**src/rtl/sram_port_arbiter.sv**
```systemverilog
// Two-port arbiter sharing one single-cycle SRAM between instruction fetch and
// load/store. Data wins by default; a starve counter eventually hands the port to fetch.
module sram_port_arbiter #(
    parameter int STARVE_LIMIT = 4
) (
    input  logic        clk,
    input  logic        reset,
    input  logic        flush,
    input  logic        inst_req,
    input  logic [31:0] inst_addr,
    output logic        inst_gnt,
    output logic        inst_rvalid,
    output logic [31:0] inst_rdata,
    input  logic        data_req,
    input  logic [3:0]  data_wen,
    input  logic [31:0] data_addr,
    input  logic [31:0] data_wdata,
    output logic        data_gnt,
    output logic        data_rvalid,
    output logic [31:0] data_rdata,
    output logic        sram_en,
    output logic [3:0]  sram_wen,
    output logic [31:0] sram_addr,
    output logic [31:0] sram_wdata,
    input  logic [31:0] sram_rdata
);

    localparam logic [3:0] LIMIT = 4'(STARVE_LIMIT);

    logic [3:0] starve_cnt;
    logic       pend_inst;
    logic       pend_data;
    logic       inst_req_eff;
    logic       inst_wins;

    // A flushed fetch request is invisible to arbitration and to the starve counter.
    assign inst_req_eff = inst_req && !flush && !reset;
    assign inst_wins    = inst_req_eff && (starve_cnt == LIMIT);
    assign data_gnt     = !reset && data_req && !inst_wins;
    assign inst_gnt     = inst_req_eff && !data_gnt;

    always_comb begin
        sram_en    = inst_gnt || data_gnt;
        sram_wen   = 4'h0;
        sram_addr  = 32'h0;
        sram_wdata = 32'h0;
        if (data_gnt) begin
            sram_wen   = data_wen;
            sram_addr  = data_addr;
            sram_wdata = data_wdata;
        end else if (inst_gnt) begin
            sram_addr  = inst_addr;
        end
    end

    always_ff @(posedge clk) begin
        if (reset) begin
            starve_cnt <= 4'h0;
        end else if (inst_req_eff && !inst_gnt) begin
            starve_cnt <= (starve_cnt == LIMIT) ? LIMIT : starve_cnt + 4'h1;
        end else begin
            starve_cnt <= 4'h0;
        end
    end

    // Response stage: SRAM data returns one cycle after the grant.
    always_ff @(posedge clk) begin
        if (reset) begin
            pend_inst <= 1'b0;
            pend_data <= 1'b0;
        end else begin
            pend_inst <= inst_gnt;
            pend_data <= data_gnt && (data_wen == 4'h0);
        end
    end

    assign inst_rvalid = pend_inst && !flush && !reset;
    assign data_rvalid = pend_data && !reset;
    assign inst_rdata  = sram_rdata;
    assign data_rdata  = sram_rdata;

endmodule

```
**config.mk**
```make
export PLATFORM = sky130hd
export DESIGN_NAME = sram_port_arbiter
export DESIGN_NICKNAME = d
export VERILOG_FILES = /design/src/rtl/sram_port_arbiter.sv
export SDC_FILE = /design/constraint.sdc
export NUM_CORES = 1
export LEC_CHECK = 0
export CORE_AREA = 2 2 106 108
export DETAILED_ROUTE_END_ITERATION = 16
export DIE_AREA = 0 0 108 110
export MAX_ROUTING_LAYER = met4
export SYNTH_ARGS = -nofsm -noshare
export SYNTH_HDL_FRONTEND = slang
export SYNTH_SLANG_ARGS = --single-unit
```
**constraint.sdc**
```tcl
create_clock -name clk -period 2.76 [get_ports clk]
set_input_delay 0.276 -clock clk [delete_from_list [all_inputs] [get_ports clk]]
set_output_delay 0.276 -clock clk [all_outputs]
set_load 0.02 [all_outputs]
```
; ---- After elaboration in Yosys (flattened, before gate mapping)
; Cells that the tools add are included.
[word_totals]
ff_bits = 6
out_inout_bits = 137
elab_cells = 32
[op_classes]
n_addsub = 1
eq_ne = 1
muxes = 5
bitwise_logic = 1
reduce_logical = 20
[op_table]
columns = op, n
row1 = $mux W32, 3
row2 = $logic_and A1 B1 Y1, 11
row3 = $logic_not A1 Y1, 5
row4 = $add A4 B1 Y4 const B, 1
row5 = $eq A4 B3 Y1 const B, 1
row6 = $logic_not A4 Y1, 1
row7 = $mux W4, 1
row8 = $mux W3, 1
row9 = $reduce_or A3 Y1, 1
row10 = $reduce_or A2 Y1, 1
row11 = $logic_or A1 B1 Y1, 1
row12 = $not A1 Y1, 1

; ---- Longest topological paths before layout
[logic_depth]
ltp_word = 12
depth_mapped = 7

; ---- Least setup slack after synthesis
; OpenSTA, ideal clock, no wires.
[synth_timing]
path_type = register -> output
startpoint = register starve_cnt[0]
endpoint = output sram_wdata[20]
t_arrival_ns = 1.572
t_required_ns = 2.484
setup_slack_ns = 0.912
stages_incl_launch_ff = 8
n_path_buf = 2
cell_sequence = dfxtp_1 inv_1 ha_1 and3b_1 buf_6 a21oi_4 buf_6 and2_1
[synth_between]
elab_chain_cells = 5
[synth_lines]
columns = element, line_no
row1 = from (decl), 30  ; logic [3:0] starve_cnt;
row2 = from (signal assigned), 60  ; starve_cnt <= (starve_cnt == LIMIT) ? LIMIT : starve_cnt + 4'h1;
row3 = $eq A4 B3 Y1, 38  ; assign inst_wins = inst_req_eff && (starve_cnt == LIMIT);
row4 = $logic_and A1 B1 Y1, 38
row5 = $logic_not A1 Y1, 39  ; assign data_gnt = !reset && data_req && !inst_wins;
row6 = $logic_and A1 B1 Y1, 39
row7 = net data_gnt, 18  ; output logic data_gnt,
row8 = $mux W32, 47  ; if (data_gnt) begin
row9 = to (decl), 24  ; output logic [31:0] sram_wdata,
; The timed path passes the listed nets, and every way through them passes these cells.

; ---- Final worst setup path
[layout_timing]
startpoint = register starve_cnt[0]
endpoint = output sram_wdata[30]
[layout_between]
elab_chain_cells = 5
[layout_lines]
columns = element, line_no
row1 = $eq A4 B3 Y1, 38
row2 = $logic_and A1 B1 Y1, 38
row3 = $logic_not A1 Y1, 39
row4 = $logic_and A1 B1 Y1, 39
row5 = $mux W32, 47
; No other way between the ends.

==> impl_metrics.tcl <==
set metrics [dict create \
    cts.root.buffer_cell "sky130_fd_sc_hd__clkbuf_8" \
    antenna_found_initial 0 \
    cts_setup_buffers 0 \
    post_synthesis_area_per_instance_um2 8.105 \
    clock_tree_from_tritoncts "yes" \
    power.sequential.fraction 0.148 \
    post_route_cells_drive_above_1_share 0.03833 \
    die_height_um 110 \
    maxCapViolations 0 \
    timing.hold.worst.start "starve_cnt[0]" \
    route.detailed.drc 0 \
    vdd_drop_max_mv 0.1586 \
    gpl.final_weighted_congestion 0.7251 \
    holdCritPathClass "register to register" \
    p_int_mw 0.4202 \
    detail_route.iter0.violations 69 \
    postSynthNetCount 317 \
    synth.yosys.seq_area_share 0.08326 \
    clock_tree.buffer_depth 2 \
    run_status "finished, final reports clean" \
    grt.busiest_layer "met2" \
    critical_path.reg2reg.endpoint "pend_data" \
    power_frac_comb 0.633 \
    total_stage_count_of_the_critical_path 7 \
    postCtsHoldBufs 0 \
    report.final.hold_viol_count 0 \
    synth_commonest_cells "sky130_fd_sc_hd__buf_4 (64), sky130_fd_sc_hd__and2_1 (38), sky130_fd_sc_hd__a22o_1 (32)" \
    place_worst_setup_slack_ns 0.1109 \
    dr_vias 1623 \
    total_core_area_um2 10700 \
    critPathArrivalTime_ns 2.40 \
    routed_wire_length_per_instance_um 14.95 \
    power.total_mw 0.5985 \
    antenna_violating_nets_post_route 0 \
    timing_worst_slew_pin_value_ns 0.4422 \
    worst_path_largest_cell_delay_ns 0.62 \
    count_of_placed_standard_cells_in_the_final_layout_fillers_left_out 427 \
    relSlewSlack 0.7049 \
    via_to_cell_ratio 3.801 \
    finalInstanceArea_um2 3010 \
    antenna_cells_inserted 0 \
    worstRegToRegCells 6 \
    final_net_count 428 \
    dp_hpwl_um 4854 \
    yosysWarningCount 0 \
    detailed_place.area_um2 2813 \
    grtUsageMet1 0.07790 \
    timing.critical_path.to_type "output port" \
    power_switching_share 0.2979 \
    timing.final.max_slew_violations 0 \
    wirelength_um 6382 \
    final_core_util 0.2814 \
    die_w_um 108 \
    synth.top_cells.by_area "sky130_fd_sc_hd__buf_4 (33%), sky130_fd_sc_hd__a22o_1 (19%), sky130_fd_sc_hd__and2_1 (16%), sky130_fd_sc_hd__buf_6 (8.6%), sky130_fd_sc_hd__dfxtp_1 (8.3%)" \
    pwr-share-clk 0.219 \
    skew_ns 0.003857 \
    synth_cell_type_count 22 \
    finalWorstPathRequiredPeriod_ns 2.674 \
    data_required_time_at_the_worst_endpoint_ns 2.48 \
    cellPowerDensity_nw_per_um2 198.8 \
    setup_ws_ns 0.08631 \
    grt_usage 0.08350 \
    grt_max_degree 71 \
    flow.area_growth_from_synthesis_pct 108.7 \
    io_pins 274 \
    synth_area_um2 1443 \
    number_of_buffers_added_by_the_clock_tree_synthesis_step 3 \
    worst_reg2reg_startpoint "starve_cnt[0]" \
    grt_pass1_wl_um 7583 \
    synth_top_area_share 0.3330 \
    most_numerous_cell_in_the_yosys_netlist "sky130_fd_sc_hd__buf_4" \
    static-leakage-power_nw 1.797 \
    synth-async-reset-ratio 0 \
    timing.critical_path.cells "inv_1 > ha_1 > and3b_2 > a21oi_4 > clkbuf_16 > and2_1 > clkdlybuf4s50_1" \
    ys_ff_latch 6 \
    synth-main-ff-cell "sky130_fd_sc_hd__dfxtp_1" \
    die_area_um2 11880 \
    gr-usage-met2 0.1577 \
    switching_power_mw 0.1783 \
    slowest_stage "sky130_fd_sc_hd__clkdlybuf4s50_1" \
    startpoint_type "register" \
    cts_num_sinks 6 \
    grt.met3_usage 0.02881 \
    dpl.cell_count 422 \
    hold_end "starve_cnt[0]" \
    synth_area_leader_cell "sky130_fd_sc_hd__buf_4" \
    hold_depth 1 \
    crit_path_max_fo 35 \
    placementRows 38 \
    crit_family "buffers and inverters" \
    cts_htree_levels 1 \
    final-setup-viol-count 0 \
    totalNegativeSetupSlack_ns 0 \
    pre_repair_dr_iteration_count 2 \
    cp.buffers_inverters 3 \
    numPortBuffers 177 \
    finalCritPeriodShare 0.9687 \
    regToRegSetupSlack_ns 1.12 \
    hold_ws_ns 0.4938 \
    synth_edf_count 0 \
    worstSetupPathType "register to output port" \
    insertion_delay_ns 0.22 \
    globalRoute.totalOverflow 0 \
    floorplan.initialDensity 0.1349 \
    number_of_global_route_vias_before_repair 1503 \
    synthCells 178 \
    cts.reportedPaths.clkPinSlew_ns 0.03 \
    achievable-frequency_ghz 0.3740 \
]
[placed cells by master (no fill, tap or decap), types with 2 or more instances in the layout]
cell and count:
sky130_fd_sc_hd__dlymetal6s2s_1 46, sky130_fd_sc_hd__inv_1 4, sky130_fd_sc_hd__nand2b_1 3, sky130_fd_sc_hd__o21a_4 2, sky130_fd_sc_hd__nor2_1 2, sky130_fd_sc_hd__dfxtp_1 6
sky130_fd_sc_hd__clkbuf_8 3, sky130_fd_sc_hd__nor4_1 3, sky130_fd_sc_hd__nand2_1 2, sky130_fd_sc_hd__clkdlybuf4s50_1 131, sky130_fd_sc_hd__and2_1 38, sky130_fd_sc_hd__ha_1 2
sky130_fd_sc_hd__a22o_1 32
[power groups by stage]
stage	registers (mW)	clock network, mW	logic, mW
final	0.0884	0.131	0.379
after global placement	0.0897	0	0.382
after floorplan	0.0896	0	0.272
after global routing	0.0884	0.140	0.400
after detailed placement	0.0897	0	0.381
after CTS	0.0884	0.136	0.383
[cells by family (layout without fill, tap and decap cells)]
logic type	count (synthesis)	in the layout	share of synthesized area
muxes	1	1	0.006939
AOI/OAI and AO/OA	36	37	0.2264
buffers and inverters	79	187	0.4293
DFF	6	6	0.08326
and+or+nand+nor	54	54	0.2368
adders and majority gates	2	2	0.01734
[per-layer routing]
metal  share of wire  vias up  routed length [µm]
met1            0.32      696                2061
met5               0        -                   0
met4           0.021        0                 133
li1                -      760                   -
met2            0.54      152                3443
met3            0.12       15                 743
[how the worst max path moves through the flow]
stage / start / endpoint / slack [ns]
after global routing: starve_cnt[0] / sram_wen[2] / -0.002
final: starve_cnt[0] / sram_wdata[30] / 0.09
after CTS: starve_cnt[0] / sram_addr[9] / 0.008
after floorplan: starve_cnt[0] / sram_wdata[20] / 0.91
after global placement: reset / sram_addr[3] / 0.11
after detailed placement: reset / sram_addr[3] / 0.11
[state kept, by name, indices dropped and copies added (netlist names)]
| signal | cells |
|---|---|
| starve_cnt | 4 |
| pend_data | 1 |
| pend_inst | 1 |
[repair_timing]
action	4_1_cts	5_1_grt
setup endpoints to repair	0	67
resized for setup	0	48
endpoints found under the hold margin	0	0
[final cells by class]
class / count / area [µm²]
Fill cell: 1153 / 7687
Timing Repair Buffer: 180 / 1939
Multi-Input combinational cell: 94 / 719.4
Tap cell: 140 / 175.2
Sequential cell: 6 / 120.1
Clock buffer: 3 / 41.29
Inverter: 4 / 15.01
Note: power is estimated with default switching activity, not from simulation.
